--- src/rtl/video_stream_gen.sv ---
// Programmable-resolution video timing generator plus a frame-locked AXI4-Stream
// test-pattern source (solid, colour bars, checker, scrolling bars) on one pixel clock.
module video_stream_gen #(
    parameter int H_ACTIVE   = 640,
    parameter int H_FP       = 16,
    parameter int H_SYNC     = 96,
    parameter int H_BP       = 48,
    parameter int V_ACTIVE   = 480,
    parameter int V_FP       = 10,
    parameter int V_SYNC     = 2,
    parameter int V_BP       = 33,
    parameter bit HSYNC_POL  = 1'b0,
    parameter bit VSYNC_POL  = 1'b0,
    parameter int COLOR_W    = 4,
    parameter int CHECK_LOG2 = 5,
    parameter int CNT_W      = 12
) (
    input  logic                 pixel_clk,
    input  logic                 reset,
    input  logic                 enable,
    input  logic [1:0]           mode,
    input  logic [3*COLOR_W-1:0] solid_rgb,
    output logic [CNT_W-1:0]     pixel_x,
    output logic [CNT_W-1:0]     pixel_y,
    output logic                 hsync,
    output logic                 vsync,
    output logic                 hblank,
    output logic                 vblank,
    output logic                 video_on,
    output logic                 frame_start,
    output logic [3*COLOR_W-1:0] tdata,
    output logic                 tvalid,
    output logic                 tuser,
    output logic                 tlast,
    input  logic                 tready,
    output logic                 frame_late,
    output logic [7:0]           frame_count,
    output logic                 dbg_streaming
);
    localparam int H_TOTAL = H_ACTIVE + H_FP + H_SYNC + H_BP;
    localparam int V_TOTAL = V_ACTIVE + V_FP + V_SYNC + V_BP;
    localparam logic [CNT_W-1:0] H_END    = CNT_W'(H_TOTAL - 1);
    localparam logic [CNT_W-1:0] V_END    = CNT_W'(V_TOTAL - 1);
    localparam logic [CNT_W-1:0] H_ACT    = CNT_W'(H_ACTIVE);
    localparam logic [CNT_W-1:0] V_ACT    = CNT_W'(V_ACTIVE);
    localparam logic [CNT_W-1:0] HS_FIRST = CNT_W'(H_ACTIVE + H_FP);
    localparam logic [CNT_W-1:0] HS_LAST  = CNT_W'(H_ACTIVE + H_FP + H_SYNC - 1);
    localparam logic [CNT_W-1:0] VS_FIRST = CNT_W'(V_ACTIVE + V_FP);
    localparam logic [CNT_W-1:0] VS_LAST  = CNT_W'(V_ACTIVE + V_FP + V_SYNC - 1);
    localparam logic [CNT_W-1:0] SX_LAST  = CNT_W'(H_ACTIVE - 1);
    localparam logic [CNT_W-1:0] SY_LAST  = CNT_W'(V_ACTIVE - 1);
    localparam logic [CNT_W-1:0] BAR_LAST = CNT_W'(H_ACTIVE / 8 - 1);

    typedef enum logic {S_IDLE, S_STREAM} state_e;

    // h_q/v_q hold the position the registered outputs will show one cycle later.
    logic [CNT_W-1:0] h_q, h_d, v_q, v_d;
    logic [CNT_W-1:0] pixel_x_q, pixel_x_d, pixel_y_q, pixel_y_d;
    logic hsync_q, hsync_d, vsync_q, vsync_d, hblank_q, hblank_d, vblank_q, vblank_d;
    logic video_on_q, video_on_d, frame_start_q, frame_start_d;

    state_e           state_q, state_d;
    logic             pending_q, pending_d;
    logic [CNT_W-1:0] sx_q, sx_d, sy_q, sy_d, bcnt_q, bcnt_d;
    logic [2:0]       bar_q, bar_d;
    logic [1:0]       mode_q, mode_d;
    logic [2:0]       fc_lat_q, fc_lat_d;
    logic [7:0]       frame_count_q, frame_count_d;
    logic [3*COLOR_W-1:0] tdata_q, tdata_d;
    logic tvalid_q, tvalid_d, tuser_q, tuser_d, tlast_q, tlast_d, frame_late_q, frame_late_d;

    logic             xfer, load, step;
    logic [CNT_W-1:0] nsx, nsy, nbcnt;
    logic [2:0]       nbar, pbar;
    logic [3*COLOR_W-1:0] bar_rgb, pix;

    always_comb begin
        h_d = h_q + 1'b1;
        v_d = v_q;
        if (h_q == H_END) begin
            h_d = '0;
            v_d = (v_q == V_END) ? '0 : v_q + 1'b1;
        end
        pixel_x_d     = h_q;
        pixel_y_d     = v_q;
        hblank_d      = (h_q >= H_ACT);
        vblank_d      = (v_q >= V_ACT);
        video_on_d    = (h_q < H_ACT) && (v_q < V_ACT);
        hsync_d       = (h_q >= HS_FIRST && h_q <= HS_LAST) ? HSYNC_POL : ~HSYNC_POL;
        vsync_d       = (v_q >= VS_FIRST && v_q <= VS_LAST) ? VSYNC_POL : ~VSYNC_POL;
        frame_start_d = (h_q == '0) && (v_q == '0);
    end

    // Handshake: a beat moves when tvalid && tready; while stalled the beat and
    // tvalid are held unchanged, and tvalid drops only after a frame's last beat.
    always_comb begin
        state_d       = state_q;
        pending_d     = pending_q;
        sx_d          = sx_q;
        sy_d          = sy_q;
        bcnt_d        = bcnt_q;
        bar_d         = bar_q;
        mode_d        = mode_q;
        fc_lat_d      = fc_lat_q;
        frame_count_d = frame_count_q;
        tdata_d       = tdata_q;
        tvalid_d      = tvalid_q;
        tuser_d       = tuser_q;
        tlast_d       = tlast_q;
        load          = 1'b0;
        step          = 1'b0;
        nsx           = sx_q;
        nsy           = sy_q;
        nbcnt         = bcnt_q;
        nbar          = bar_q;
        xfer          = tvalid_q & tready;
        case (state_q)
            S_IDLE: begin
                if (frame_start_q && enable) begin
                    state_d  = S_STREAM;
                    load     = 1'b1;
                    mode_d   = mode;
                    fc_lat_d = frame_count_q[2:0];
                end
            end
            S_STREAM: begin
                if (xfer) begin
                    if (sx_q == SX_LAST && sy_q == SY_LAST) begin
                        frame_count_d = frame_count_q + 8'd1;
                        pending_d     = 1'b0;
                        if (pending_q && enable) begin
                            load     = 1'b1;
                            mode_d   = mode;
                            fc_lat_d = frame_count_d[2:0];
                        end else begin
                            state_d  = S_IDLE;
                            tvalid_d = 1'b0;
                            tuser_d  = 1'b0;
                            tlast_d  = 1'b0;
                        end
                    end else begin
                        step = 1'b1;
                        if (sx_q == SX_LAST) begin
                            nsx   = '0;
                            nsy   = sy_q + 1'b1;
                            nbcnt = '0;
                            nbar  = '0;
                        end else begin
                            nsx = sx_q + 1'b1;
                            if (bcnt_q == BAR_LAST) begin
                                nbcnt = '0;
                                nbar  = bar_q + 3'd1;
                            end else begin
                                nbcnt = bcnt_q + 1'b1;
                            end
                        end
                    end
                end
            end
            default: state_d = S_IDLE;
        endcase
        if (load) begin
            nsx   = '0;
            nsy   = '0;
            nbcnt = '0;
            nbar  = '0;
        end

        pbar    = (mode_d == 2'd3) ? nbar + fc_lat_d : nbar;
        bar_rgb = {{COLOR_W{~pbar[1]}}, {COLOR_W{~pbar[2]}}, {COLOR_W{~pbar[0]}}};
        case (mode_d)
            2'd0:    pix = solid_rgb;
            2'd2:    pix = {(3*COLOR_W){nsx[CHECK_LOG2] ^ nsy[CHECK_LOG2]}};
            default: pix = bar_rgb;
        endcase

        if (load || step) begin
            sx_d     = nsx;
            sy_d     = nsy;
            bcnt_d   = nbcnt;
            bar_d    = nbar;
            tvalid_d = 1'b1;
            tuser_d  = (nsx == '0) && (nsy == '0);
            tlast_d  = (nsx == SX_LAST);
            tdata_d  = pix;
        end
        // A frame_start that lands while a frame is still streaming queues one more frame.
        frame_late_d = frame_start_d && (state_d == S_STREAM);
        if (frame_late_d) pending_d = 1'b1;
    end

    always_ff @(posedge pixel_clk or posedge reset) begin
        if (reset) begin
            h_q <= '0;  v_q <= '0;
            pixel_x_q <= '0;  pixel_y_q <= '0;
            hsync_q <= ~HSYNC_POL;  vsync_q <= ~VSYNC_POL;
            hblank_q <= 1'b0;  vblank_q <= 1'b0;
            video_on_q <= 1'b0;  frame_start_q <= 1'b0;
            state_q <= S_IDLE;  pending_q <= 1'b0;
            sx_q <= '0;  sy_q <= '0;  bcnt_q <= '0;  bar_q <= '0;
            mode_q <= '0;  fc_lat_q <= '0;  frame_count_q <= '0;
            tdata_q <= '0;  tvalid_q <= 1'b0;  tuser_q <= 1'b0;  tlast_q <= 1'b0;
            frame_late_q <= 1'b0;
        end else begin
            h_q <= h_d;  v_q <= v_d;
            pixel_x_q <= pixel_x_d;  pixel_y_q <= pixel_y_d;
            hsync_q <= hsync_d;  vsync_q <= vsync_d;
            hblank_q <= hblank_d;  vblank_q <= vblank_d;
            video_on_q <= video_on_d;  frame_start_q <= frame_start_d;
            state_q <= state_d;  pending_q <= pending_d;
            sx_q <= sx_d;  sy_q <= sy_d;  bcnt_q <= bcnt_d;  bar_q <= bar_d;
            mode_q <= mode_d;  fc_lat_q <= fc_lat_d;  frame_count_q <= frame_count_d;
            tdata_q <= tdata_d;  tvalid_q <= tvalid_d;  tuser_q <= tuser_d;  tlast_q <= tlast_d;
            frame_late_q <= frame_late_d;
        end
    end

    assign pixel_x       = pixel_x_q;
    assign pixel_y       = pixel_y_q;
    assign hsync         = hsync_q;
    assign vsync         = vsync_q;
    assign hblank        = hblank_q;
    assign vblank        = vblank_q;
    assign video_on      = video_on_q;
    assign frame_start   = frame_start_q;
    assign tdata         = tdata_q;
    assign tvalid        = tvalid_q;
    assign tuser         = tuser_q;
    assign tlast         = tlast_q;
    assign frame_late    = frame_late_q;
    assign frame_count   = frame_count_q;
    assign dbg_streaming = (state_q == S_STREAM);
endmodule

--- config.mk ---
export PLATFORM = sky130hd
export DESIGN_NAME = video_stream_gen
export DESIGN_NICKNAME = d
export VERILOG_FILES = /design/src/rtl/video_stream_gen.sv
export SDC_FILE = /design/constraint.sdc
export NUM_CORES = 1
export LEC_CHECK = 0
export ABC_AREA = 0
export BUFFER_PORTS_ARGS = -buffer_cell sky130_fd_sc_hd__buf_2
export CORE_MARGIN = 2
export CORE_UTILIZATION = 48
export CTS_BUF_LIST = sky130_fd_sc_hd__clkbuf_8
export CTS_CLUSTER_DIAMETER = 120
export DETAILED_ROUTE_END_ITERATION = 8
export PLACE_DENSITY_LB_ADDON = 0.15
export SYNTH_ARGS = -nofsm -noshare
export SYNTH_HDL_FRONTEND = slang
export SYNTH_SLANG_ARGS = --single-unit
--- constraint.sdc ---
create_clock -name pixel_clk -period 5.2 [get_ports pixel_clk]
set_input_delay 0.52 -clock pixel_clk [delete_from_list [all_inputs] [get_ports pixel_clk]]
set_output_delay 0.52 -clock pixel_clk [all_outputs]
set_load 0.01 [all_outputs]
==> metrics.csv, run 1 <==
metric;value;unit
HP Class;in -> reg;
Setup Buffers After CTS;0;
largest family of logic cells by synthesized area;simple AND/OR/NAND/NOR gates;
outcome;finished, final reports clean;
Diodes inserted;0;
TritonCTS clock tree;built;
asr flop ratio synth;100;%
Pleak;3.38;nW
footprint of the multi-input gates;2790;um^2
leading cell type in the layout, fill and taps excluded;dfrtp_1;
Overflow after GRT;0;
Simple-Gate Fraction of Synth Area;22.9;%
drt pass-1 iters;5;
Critical Setup Path Class;reg -> reg;
Arr. time, crit path;4720;ps
Req. time, crit path;5520;ps
H-Tree Depth;4;
DRT antenna net count;0;
CTS Root Cell;clkbuf_8;
DRC Markers;0;
most frequent cell on the critical path;nand4_1;
Yosys reg bits;124;
P&R area growth vs syn;15.6;%
RSZ-0062 raised after global routing;no;
Final Power;0.00183;W
CORE AREA;12500;um^2
synthesized net count;634;
Starting Density;48.6;%
worst slew pin tran;1050;ps
synth warn;0;
Flop pwr share;52.7;%
final wirelength;14.7;mm
compound-cell area share of the yosys netlist;13.1;%
drt initial violations;338;
DP Wirelength;10.5;mm
share of post-route cells with drive strength above 1;18.6;%
Final setup viols;0;
Via density;5.73;
Post-synth EDFFs;0;
critical path launch point type;register;
clock sinks;124;
commonest non-fill, non-tap cells in the layout;dfrtp_1 (122), buf_2 (72), nor2_1 (63);
CP delay by family, top;simple AND/OR/NAND/NOR gates;
Crit-path slowest cell;nor4_1;
worst-skew pair later-pin latency;440;ps
final RePlAce weighted congestion;0.854;
mean area per synthesized cell;10.0;um^2
hold_buf cts;0;
# IOs;73;
Max VDD drop;243;uV
clock skew;12.8;ps
FF+latch area;3110;um^2
die height;116;um
sequential fraction of the synthesis area;51.2;%
hold violation total from the final report;0;
Net Switching;0.000419;W
element type at the critical path end;register;
Power Dens Cells;261;nW/um^2
Max-slew headroom;29.9;%
Period Utilization, post-route;84.6;%
Clock Tree Buf Depth;2;
post-layout min period;4400;ps
CTS buffer count;17;
vias in the first global route;4766;
initial antenna violation count;0;
critical path, cell by cell;ha_1, nand4_1, buf_4, nor4_1, nand3_1, mux2i_1, mux2_2, fa_1, or3_1, a32o_1, nand4_1, a221oi_1, a41o_1, o32a_1;
post-route setup TNS;0;ps
Comb pwr share;1.6;%
internal cell power;0.00141;W
mux share of post-synthesis cell area;2.23;%
switch share;22.9;%
fmax;0.227;GHz
largest net degree at the start of global routing;90;
synthesized area;6060;um^2
# rows;41;
wire per inst;16.8;um
CP bufs+invs;1;
final max-slew violation count;0;
Post-Synth XOR/XNOR Area;5.35;%
IO buf count;72;
post-cts sizing count;0;
Clock Pin Slew Worst Setup and Hold Paths;80;ps
via count;4994;
number of distinct library cells after synthesis;69;
max-cap violation count;0;
Post-Syn Instances;605;
Die ar.;13500;um^2
Layout Nets;716;
prevailing post-synth register cell;dfrtp_1;
Synth Area in Adders;2.40;%
CP max stage delay;670;ps
Die Wd;116;um
Fillers;1103;
Clk pwr share;45.6;%
Max FO, Critical Path;13;
first-pass GRT wire length;23.9;mm
gr usage total;22.9;%
through the flow:
stage | cell area (um^2) | worst slack (ps) | instances | hold WS [ps] | util (%)
finish | 7010 | 801 | 872 | 330 | 56.2
CTS | 7010 | 862 | 872 | 315 | 56.2
floorplan | 6060 | 1230 | 605 | 373 | -
global route | 7010 | 577 | 872 | 313 | 56.2
detailed placement | 6610 | 893 | 840 | 415 | 53.0
global placement | 6610 | 998 | 840 | 406 | 53.0
registers in the layout (all words and copies together), names as in the netlist, 2 cells and up:
register	count
sx_q	12
mode_q	2
sy_q	12
pixel_x	12
h_q	12
tdata	12
fc_lat_q	3
bar_q	3
bcnt_q	12
pixel_y	12
frame_count	8
pixel_y_d	12
power groups by stage:
| stage | clock network [W] | registers (W) | logic, W |
|---|---|---|---|
| 6_report | 0.000835 | 0.000964 | 0.0000300 |
| 5_1_grt | 0.000896 | 0.000963 | 0.0000351 |
| 4_1_cts | 0.000854 | 0.000964 | 0.0000319 |
| 3_5_place_dp | 0 | 0.000983 | 0.0000318 |
| 3_3_place_gp | 0 | 0.000983 | 0.0000311 |
| 2_1_floorplan | 0 | 0.000983 | 0.0000170 |
layout make-up:
cell class / instances / share of cell area [%]
sequential: 124 / 44.3
multi-input combinational: 442 / 39.8
timing repair buffer: 79 / 5.89
clock buffer: 18 / 3.54
tap: 172 / 3.07
clock inverter: 14 / 2.09
inverter: 23 / 1.27
per-layer routing:
metal	share of wire (%)	global-route usage [%]	wire (um)	up-vias
li1	-	-	-	2375
met1	43	29.9	6290	2446
met2	49	36.7	7270	145
met3	5.3	5.92	771	28
met4	2.4	8.97	359	0
met5	0	0	0	-
worst reg2reg max path, cell delays in order (launching register included):
cell and delay (ps):
dfrtp_1 410, ha_1 230, nand4_1 110, buf_4 200, nor4_1 670, nand3_1 290
mux2i_1 180, mux2_2 300, fa_1 500, or3_1 340, a32o_1 220, nand4_1 120
a221oi_1 90, a41o_1 280, o32a_1 350
cell usage after synthesis, types with 2 or more instances:
| master | number | share of area, % |
|---|---|---|
| ha_1 | 10 | 2.1 |
| a211oi_1 | 2 | 0.25 |
| nor2_1 | 63 | 3.9 |
| xor2_1 | 16 | 2.3 |
| or3_1 | 7 | 0.72 |
| or3b_2 | 2 | 0.29 |
| a31o_2 | 2 | 0.29 |
| mux2i_1 | 9 | 1.5 |
| o21a_1 | 5 | 0.62 |
| o211ai_1 | 3 | 0.37 |
| nor3_1 | 17 | 1.4 |
| o32a_1 | 4 | 0.66 |
| or4_1 | 8 | 0.99 |
| nand3b_1 | 3 | 0.37 |
| a22o_1 | 2 | 0.29 |
| xnor2_1 | 21 | 3.0 |
| a21o_1 | 3 | 0.37 |
| inv_1 | 23 | 1.4 |
| buf_2 | 2 | 0.17 |
| dfrtp_1 | 122 | 50 |
| a311oi_1 | 2 | 0.29 |
| o21ai_0 | 41 | 3.4 |
| nand2b_1 | 11 | 1.1 |
| nand4b_1 | 4 | 0.58 |
| a21oi_1 | 11 | 0.91 |
| and2_1 | 11 | 1.1 |
| a31oi_1 | 16 | 1.7 |
| clkbuf_1 | 10 | 0.62 |
| and4_1 | 5 | 0.72 |
| and3_1 | 17 | 1.8 |
| mux2_2 | 4 | 0.74 |
| o31ai_1 | 3 | 0.37 |
| dfstp_2 | 2 | 0.87 |
| nand2_1 | 45 | 2.8 |
| o2111ai_1 | 2 | 0.29 |
| o22ai_1 | 4 | 0.41 |
| nand3_1 | 30 | 2.5 |
| buf_6 | 2 | 0.37 |
| nor4_1 | 11 | 1.1 |
| nand4_1 | 21 | 2.2 |
cells by family after synthesis:
group                      after synthesis
AOI/OAI and AO/OA                      117
adders and majority gates               11
xor gates and xnor gates                37
DFF                                    124
muxes                                   13
buffers and inverters                   39
and+or+nand+nor                        264
worst paths after layout:
check | from | to | slack (ps) | cells past startpoint
worst max-delay path | sx_q[0]$_DFFE_PP0P_ | tdata[6]$_DFFE_PP0P_ | 800 | 14
worst min-delay path | solid_rgb[8] | tdata[8]$_DFFE_PP0P_ | 330 | 3
worst max register to register | sx_q[0]$_DFFE_PP0P_ | tdata[6]$_DFFE_PP0P_ | 800 | 14
worst min register to register | pixel_y_d[8]$_DFFE_PP0N_ | pixel_y[8]$_DFF_PP0_ | 430 | 0
max in group asynchronous | reset | sy_q[9]$_DFFE_PP0P_ | 3760 | 3
min in group asynchronous | reset | pixel_y_d[10]$_DFFE_PP0N_ | 350 | 2
No activity file was read; power rests on OpenSTA's default activity.
==> inputs of run 2 (changes only) <==
==> constraint.sdc (replaced) <==
create_clock -name pixel_clk -period 4.5 [get_ports pixel_clk]
set_input_delay 0.45 -clock pixel_clk [delete_from_list [all_inputs] [get_ports pixel_clk]]
set_output_delay 0.45 -clock pixel_clk [all_outputs]
set_load 0.01 [all_outputs]
==> run 2 against run 1 <==
  * Setup slack lost 590 ps
  * Critical path depth stayed put
  * Die area did not move
  * Highest routed layer unchanged
  * Critical endpoint is now tdata[5]$_DFFE_PP0P_
==> metrics.csv, run 2 (synthesis gave the netlist of run 1 again) <==
metric;value;unit;change
initial antenna violation count;0;;unchanged
Net Switching;0.000468;W;+12%
drt initial violations;360;;+6.5%
TritonCTS clock tree;built;;
clock sinks;124;;unchanged
Crit-path slowest cell;or4_4;;
dpl ws;204;ps;-689 ps
Pleak;3.44;nW;+2.1%
drt pass-1 iters;7;;+2
Via density;5.75;;+0.44%
Req. time, crit path;4820;ps;-700 ps
gr usage total;23.0;%;+0.16 points
share of post-route cells with drive strength above 1;19.5;%;+0.92 points
# IOs;73;;unchanged
switch share;21.0;%;-2.0 points
H-Tree Depth;4;;unchanged
fmax;0.233;GHz;+2.7%
# rows;41;;unchanged
CTS buffer count;17;;unchanged
vias in the first global route;4721;;-0.94%
Reg2Reg Depth;14;;unchanged
first-pass GRT wire length;23.8;mm;-0.20%
final hold slack;49.6;ps;-280 ps
Max FO, Critical Path;13;;unchanged
CORE AREA;12500;um^2;unchanged
Die Wd;116;um;unchanged
final wirelength;14.8;mm;+0.76%
critical path, cell by cell;ha_1, nand4_1, or4_4, o31a_4, o21ai_0, nor2_1, ha_1, inv_1, fa_1, or3b_2, nand4_1, a221oi_1, a41o_1, o32a_1;;
Overflow after GRT;0;;unchanged
post-route setup TNS;0;ps;unchanged
critical path launch point type;register;;
hold violation total from the final report;0;;unchanged
die height;116;um;unchanged
Die ar.;13500;um^2;unchanged
worst-skew pair later-pin latency;440;ps;about the same
wire per inst;16.8;um;-0.16%
Layout Nets;724;;+1.1%
via count;5062;;+1.4%
Worst R2R End;tdata[5]$_DFFE_PP0P_;;
setup ws final;215;ps;-586 ps
post-layout min period;4280;ps;-114 ps
Diodes inserted;0;;unchanged
element type at the critical path end;register;;
Flop pwr share;49.9;%;-2.8 points
Max VDD drop;220;uV;-9.6%
Starting Density;48.6;%;unchanged
CP max stage delay;720;ps;+50 ps
DP Wirelength;10.6;mm;+0.97%
DRT antenna net count;0;;unchanged
outcome;finished, final reports clean;;
CTS Root Cell;clkbuf_8;;
RSZ-0062 raised after global routing;no;;
max-cap violation count;0;;unchanged
clock skew;8.86;ps;-3.91 ps
Critical Setup Path Class;reg -> reg;;
reg2reg start;sx_q[0]$_DFFE_PP0P_;;
IO buf count;72;;unchanged
Clk pwr share;48.5;%;+2.9 points
Clock Tree Buf Depth;2;;unchanged
Max-slew headroom;32.9;%;+2.9 points
final max-slew violation count;0;;unchanged
largest net degree at the start of global routing;45;;-50%
internal reg-to-reg setup slack;220;ps;-590 ps
Clock Pin Slew Worst Setup and Hold Paths;70;ps;about the same
HP Class;in -> async;;
Setup crit start;sx_q[0]$_DFFE_PP0P_;;
internal cell power;0.00177;W;+25%
Arr. time, crit path;4610;ps;-110 ps
worst slew pin tran;1000;ps;-47.5 ps
commonest non-fill, non-tap cells in the layout;dfrtp_1 (122), buf_2 (72), nor2_1 (63);;
P&R area growth vs syn;17.4;%;
Final Power;0.00223;W;+22%
Final setup viols;0;;unchanged
Comb pwr share;1.6;%;about the same
Period Utilization, post-route;95.2;%;+11 points
leading cell type in the layout, fill and taps excluded;dfrtp_1;;
DRC Markers;0;;unchanged
Power Dens Cells;314;nW/um^2;+20%
final RePlAce weighted congestion;0.930;;+9.0%
-- run 2: cell types whose count changed in the layout (fill, tap and decap cells not counted), sizes merged --
cell	before	now
clkinvlp	2	1
buf	79	87
bufinv	2	4
clkinv	7	6
clkbuf	18	20
inv	26	24
-- run 2: how the worst max path moves through the flow --
| stage | endpoint | slack (ps) | depth (start not counted) |
|---|---|---|---|
| 6_report | tdata[5]$_DFFE_PP0P_ | 220 | 14 |
| 5_1_grt | tdata[5]$_DFFE_PP0P_ | 10 | 14 |
| 4_1_cts | tdata[5]$_DFFE_PP0P_ | 190 | 13 |
| 3_5_place_dp | tdata[5]$_DFFE_PP0P_ | 200 | 13 |
| 3_3_place_gp | tdata[6]$_DFFE_PP0P_ | 340 | 13 |
| 2_1_floorplan | tdata[5]$_DFFE_PP0P_ | 530 | 15 |
-- run 2: power by group through the flow --
stage / clock [W] / sequential, W / combinational [W]
5_1_grt: 0.00116 / 0.00111 / 0.0000421
4_1_cts: 0.00111 / 0.00111 / 0.0000375
2_1_floorplan: 0 / 0.00114 / 0.0000197
3_3_place_gp: 0 / 0.00114 / 0.0000369
6_report: 0.00108 / 0.00111 / 0.0000357
3_5_place_dp: 0 / 0.00114 / 0.0000376
-- run 2: through the flow --
step           area [um^2]  cells  utilization [%]
2_1_floorplan         6060    605                -
3_3_place_gp          6670    848             53.5
3_5_place_dp          6670    848             53.5
4_1_cts               7120    880             57.1
5_1_grt               7120    880             57.1
6_report              7120    880             57.1
-- run 2: timing repair --
| item | CTS | global route |
|---|---|---|
| hold endpoints to repair | 0 | 0 |
| hold buffers | 0 | 0 |
| gates resized for setup | 0 | 1 |
| setup buffers | 0 | 0 |
| setup endpoints to repair | 0 | 3 |
-- run 2: layout make-up --
| cell class | instances | area [um^2] |
|---|---|---|
| clock buffer | 20 | 275 |
| clock inverter | 12 | 169 |
| fill | 1085 | 5350 |
| inverter | 23 | 88.8 |
| multi-input combinational | 442 | 2790 |
| sequential | 124 | 3110 |
| tap | 172 | 215 |
| timing repair buffer | 87 | 473 |
-- run 2: worst max-delay path, delay by kind of cell (launching register included) --
family          cells  cell delay (ps)
simple gates        5             1680
compound gates      5             1330
fa+ha+maj           3              660
flops               1              410
buf+inv             1               60
-- run 2: routing by layer --
metal	vias up	global-route usage (%)	wire length (um)
met3	35	5.55	616
li1	2397	-	-
met1	2482	29.5	6420
met2	148	36.2	7290
met5	-	0	0
met4	0	12.8	463
==> inputs of run 3 (changes only) <==
--- a/config.mk
+++ b/config.mk
@@ -12,7 +12,8 @@
 export CTS_BUF_LIST = sky130_fd_sc_hd__clkbuf_8
 export CTS_CLUSTER_DIAMETER = 120
 export DETAILED_ROUTE_END_ITERATION = 8
-export PLACE_DENSITY_LB_ADDON = 0.15
+export HOLD_SLACK_MARGIN = 0.06
+export PLACE_DENSITY = 0.66
 export SYNTH_ARGS = -nofsm -noshare
 export SYNTH_HDL_FRONTEND = slang
 export SYNTH_SLANG_ARGS = --single-unit
==> run 3 against run 2 <==
  * Routed wire length grew 0.48%
  * First-iteration DRC count shrank 3.3%
  * Clock skew increased by 1.7 ps
  * Via count decreased by 0.12%
  * Count of clock-buffer cells in the layout decreased by 1
  * Setup slack improved by 28 ps
  * Final cell count increased by 0.23%
  * Clock power fell by 8%
  * Global-route usage grew 0.51 points
  * Critical path depth decreased by 2
  * Combinational power about the same
==> metrics.csv, run 3 (synthesis gave the netlist of run 1 again) <==
metric;value;unit;change
Starting Density;48.6;%;unchanged
hold_buf cts;0;;unchanged
H-Tree Depth;4;;unchanged
outcome;finished, final reports clean;;
gr usage total;23.5;%;+0.51 points
post-layout min period;4260;ps;-27.8 ps
Layout Nets;726;;+0.28%
Req. time, crit path;4830;ps;about the same
Die ar.;13500;um^2;unchanged
internal cell power;0.00165;W;-6.8%
# rows;41;;unchanged
footprint of the multi-input gates;2790;um^2;unchanged
DRC Markers;0;;unchanged
Clock Pin Slew Worst Setup and Hold Paths;70;ps;about the same
post-route setup TNS;0;ps;unchanged
CORE AREA;12500;um^2;unchanged
vias in the first global route;4872;;+3.2%
final wirelength;14.9;mm;+0.48%
Via density;5.73;;-0.35%
fmax;0.235;GHz;+0.65%
Reg2Reg Depth;12;;-2
Comb pwr share;1.7;%;about the same
Max VDD drop;268;uV;+22%
HP Class;in -> async;;
Max FO, Critical Path;13;;unchanged
reg2reg start;sx_q[8]$_DFFE_PP0P_;;
fin area;7090;um^2;-0.40%
DP Wirelength;10.7;mm;+1.6%
drt pass-1 iters;5;;-2
critical path launch point type;register;;
Arr. time, crit path;4590;ps;-20 ps
DRT antenna net count;0;;unchanged
P&R area growth vs syn;17.0;%;
Overflow after GRT;0;;unchanged
Critical Setup Path Class;reg -> reg;;
drt initial violations;348;;-3.3%
wire per inst;16.9;um;+0.25%
Worst R2R End;tdata[6]$_DFFE_PP0P_;;
clock skew;10.6;ps;+1.72 ps
initial antenna violation count;0;;unchanged
Period Utilization, post-route;94.6;%;-0.62 points
commonest non-fill, non-tap cells in the layout;dfrtp_1 (122), buf_2 (72), nor2_1 (63);;
Net Switching;0.000496;W;+6.0%
worst-skew pair later-pin latency;450;ps;about the same
internal reg-to-reg setup slack;240;ps;+30 ps
Final setup viols;0;;unchanged
clock sinks;124;;unchanged
largest net degree at the start of global routing;52;;+16%
CTS buffer count;17;;unchanged
RSZ-0062 raised after global routing;no;;
via count;5056;;-0.12%
max-cap violation count;0;;unchanged
Finished Core Util;56.9;%;-0.23 points
DP Area;6690;um^2;+0.22%
leading cell type in the layout, fill and taps excluded;dfrtp_1;;
final RePlAce weighted congestion;0.899;;-3.4%
Setup Buffers After CTS;0;;unchanged
Diodes inserted;0;;unchanged
share of post-route cells with drive strength above 1;19.9;%;+0.37 points
hold violation total from the final report;0;;unchanged
first-pass GRT wire length;24.5;mm;+2.8%
Fillers;1129;;+4.1%
Pleak;3.43;nW;-0.49%
element type at the critical path end;register;;
Clk pwr share;46.3;%;-2.2 points
Clock Tree Buf Depth;2;;unchanged
Flop pwr share;52.0;%;+2.1 points
CTS Root Cell;clkbuf_8;;
worst slew pin tran;761;ps;-242 ps
switch share;23.2;%;+2.2 points
final max-slew violation count;0;;unchanged
Max-slew headroom;48.5;%;+16 points
Die Wd;116;um;unchanged
IO buf count;72;;unchanged
# IOs;73;;unchanged
FF+latch area;3110;um^2;unchanged
TritonCTS clock tree;built;;
Power Dens Cells;302;nW/um^2;-3.7%
die height;116;um;unchanged
[run 3: cell count changes in the layout (fill, tap and decap cells not counted), sizes merged]
cell	previous run	this run
bufinv	4	2
inv	24	26
clkbuf	20	19
clkinvlp	1	2
buf	87	89
[run 3: power by group through the flow]
stage               Sequential (W)  Clock (W)  Combinational [W]
floorplan                  0.00114          0          0.0000197
global placement           0.00114          0          0.0000370
detailed placement         0.00114          0          0.0000377
CTS                        0.00111    0.00101          0.0000379
global route               0.00111    0.00106          0.0000418
finish                     0.00111   0.000992          0.0000355
[run 3: how the worst max path moves through the flow]
stage                        startpoint              endpoint  slack [ps]
finish              sx_q[8]$_DFFE_PP0P_  tdata[6]$_DFFE_PP0P_         240
global route        sx_q[8]$_DFFE_PP0P_  tdata[6]$_DFFE_PP0P_           7
CTS                 sx_q[8]$_DFFE_PP0P_  tdata[7]$_DFFE_PP0P_         260
detailed placement  sx_q[8]$_DFFE_PP0P_  tdata[7]$_DFFE_PP0P_         290
global placement    sx_q[8]$_DFFE_PP0P_  tdata[5]$_DFFE_PP0P_         370
floorplan           sx_q[8]$_DFFE_PP0P_  tdata[5]$_DFFE_PP0P_         530
[run 3: cell type report]
cell class              count  share of cell area [%]
clock buffers              19                    3.69
clock inverters            13                    1.96
multi-input cells         442                    39.4
well taps                 172                    3.04
flip-flops and latches    124                    43.8
repair buffers             89                    6.89
inverters                  23                    1.25
[run 3: per-stage QoR]
stage | hold WS, ps | setup WS, ps | instances | total power [W]
floorplan | 373 | 530 | 605 | 0.00116
global placement | 392 | 369 | 850 | 0.00117
detailed placement | 404 | 287 | 850 | 0.00117
CTS | 97.8 | 258 | 882 | 0.00216
global route | 130 | 6.83 | 882 | 0.00222
finish | 82.8 | 243 | 882 | 0.00214
[run 3: per-layer routing]
metal	track usage, %	vias to the layer above	wire length (um)
met2	38.3	157	7380
met1	29.8	2464	6270
met3	6.02	39	760
met4	10.6	0	461
li1	-	2396	-
met5	0	-	0
[run 3: critical path: stages (launching register included)]
cell and delay, ps:
dfrtp_1 480, or4b_4 560, or4_4 550, o21ai_0 340, o21ai_0 140, a21o_1 210
fa_1 470, or3_1 340, a32o_1 210, nand4_1 130, a221oi_1 90, a41o_1 280
o32a_1 340
[run 3: what timing repair did]
item | CTS | global route
setup endpoints to repair | 0 | 3
endpoints found under the hold margin | 0 | 0
resized for setup | 0 | 1
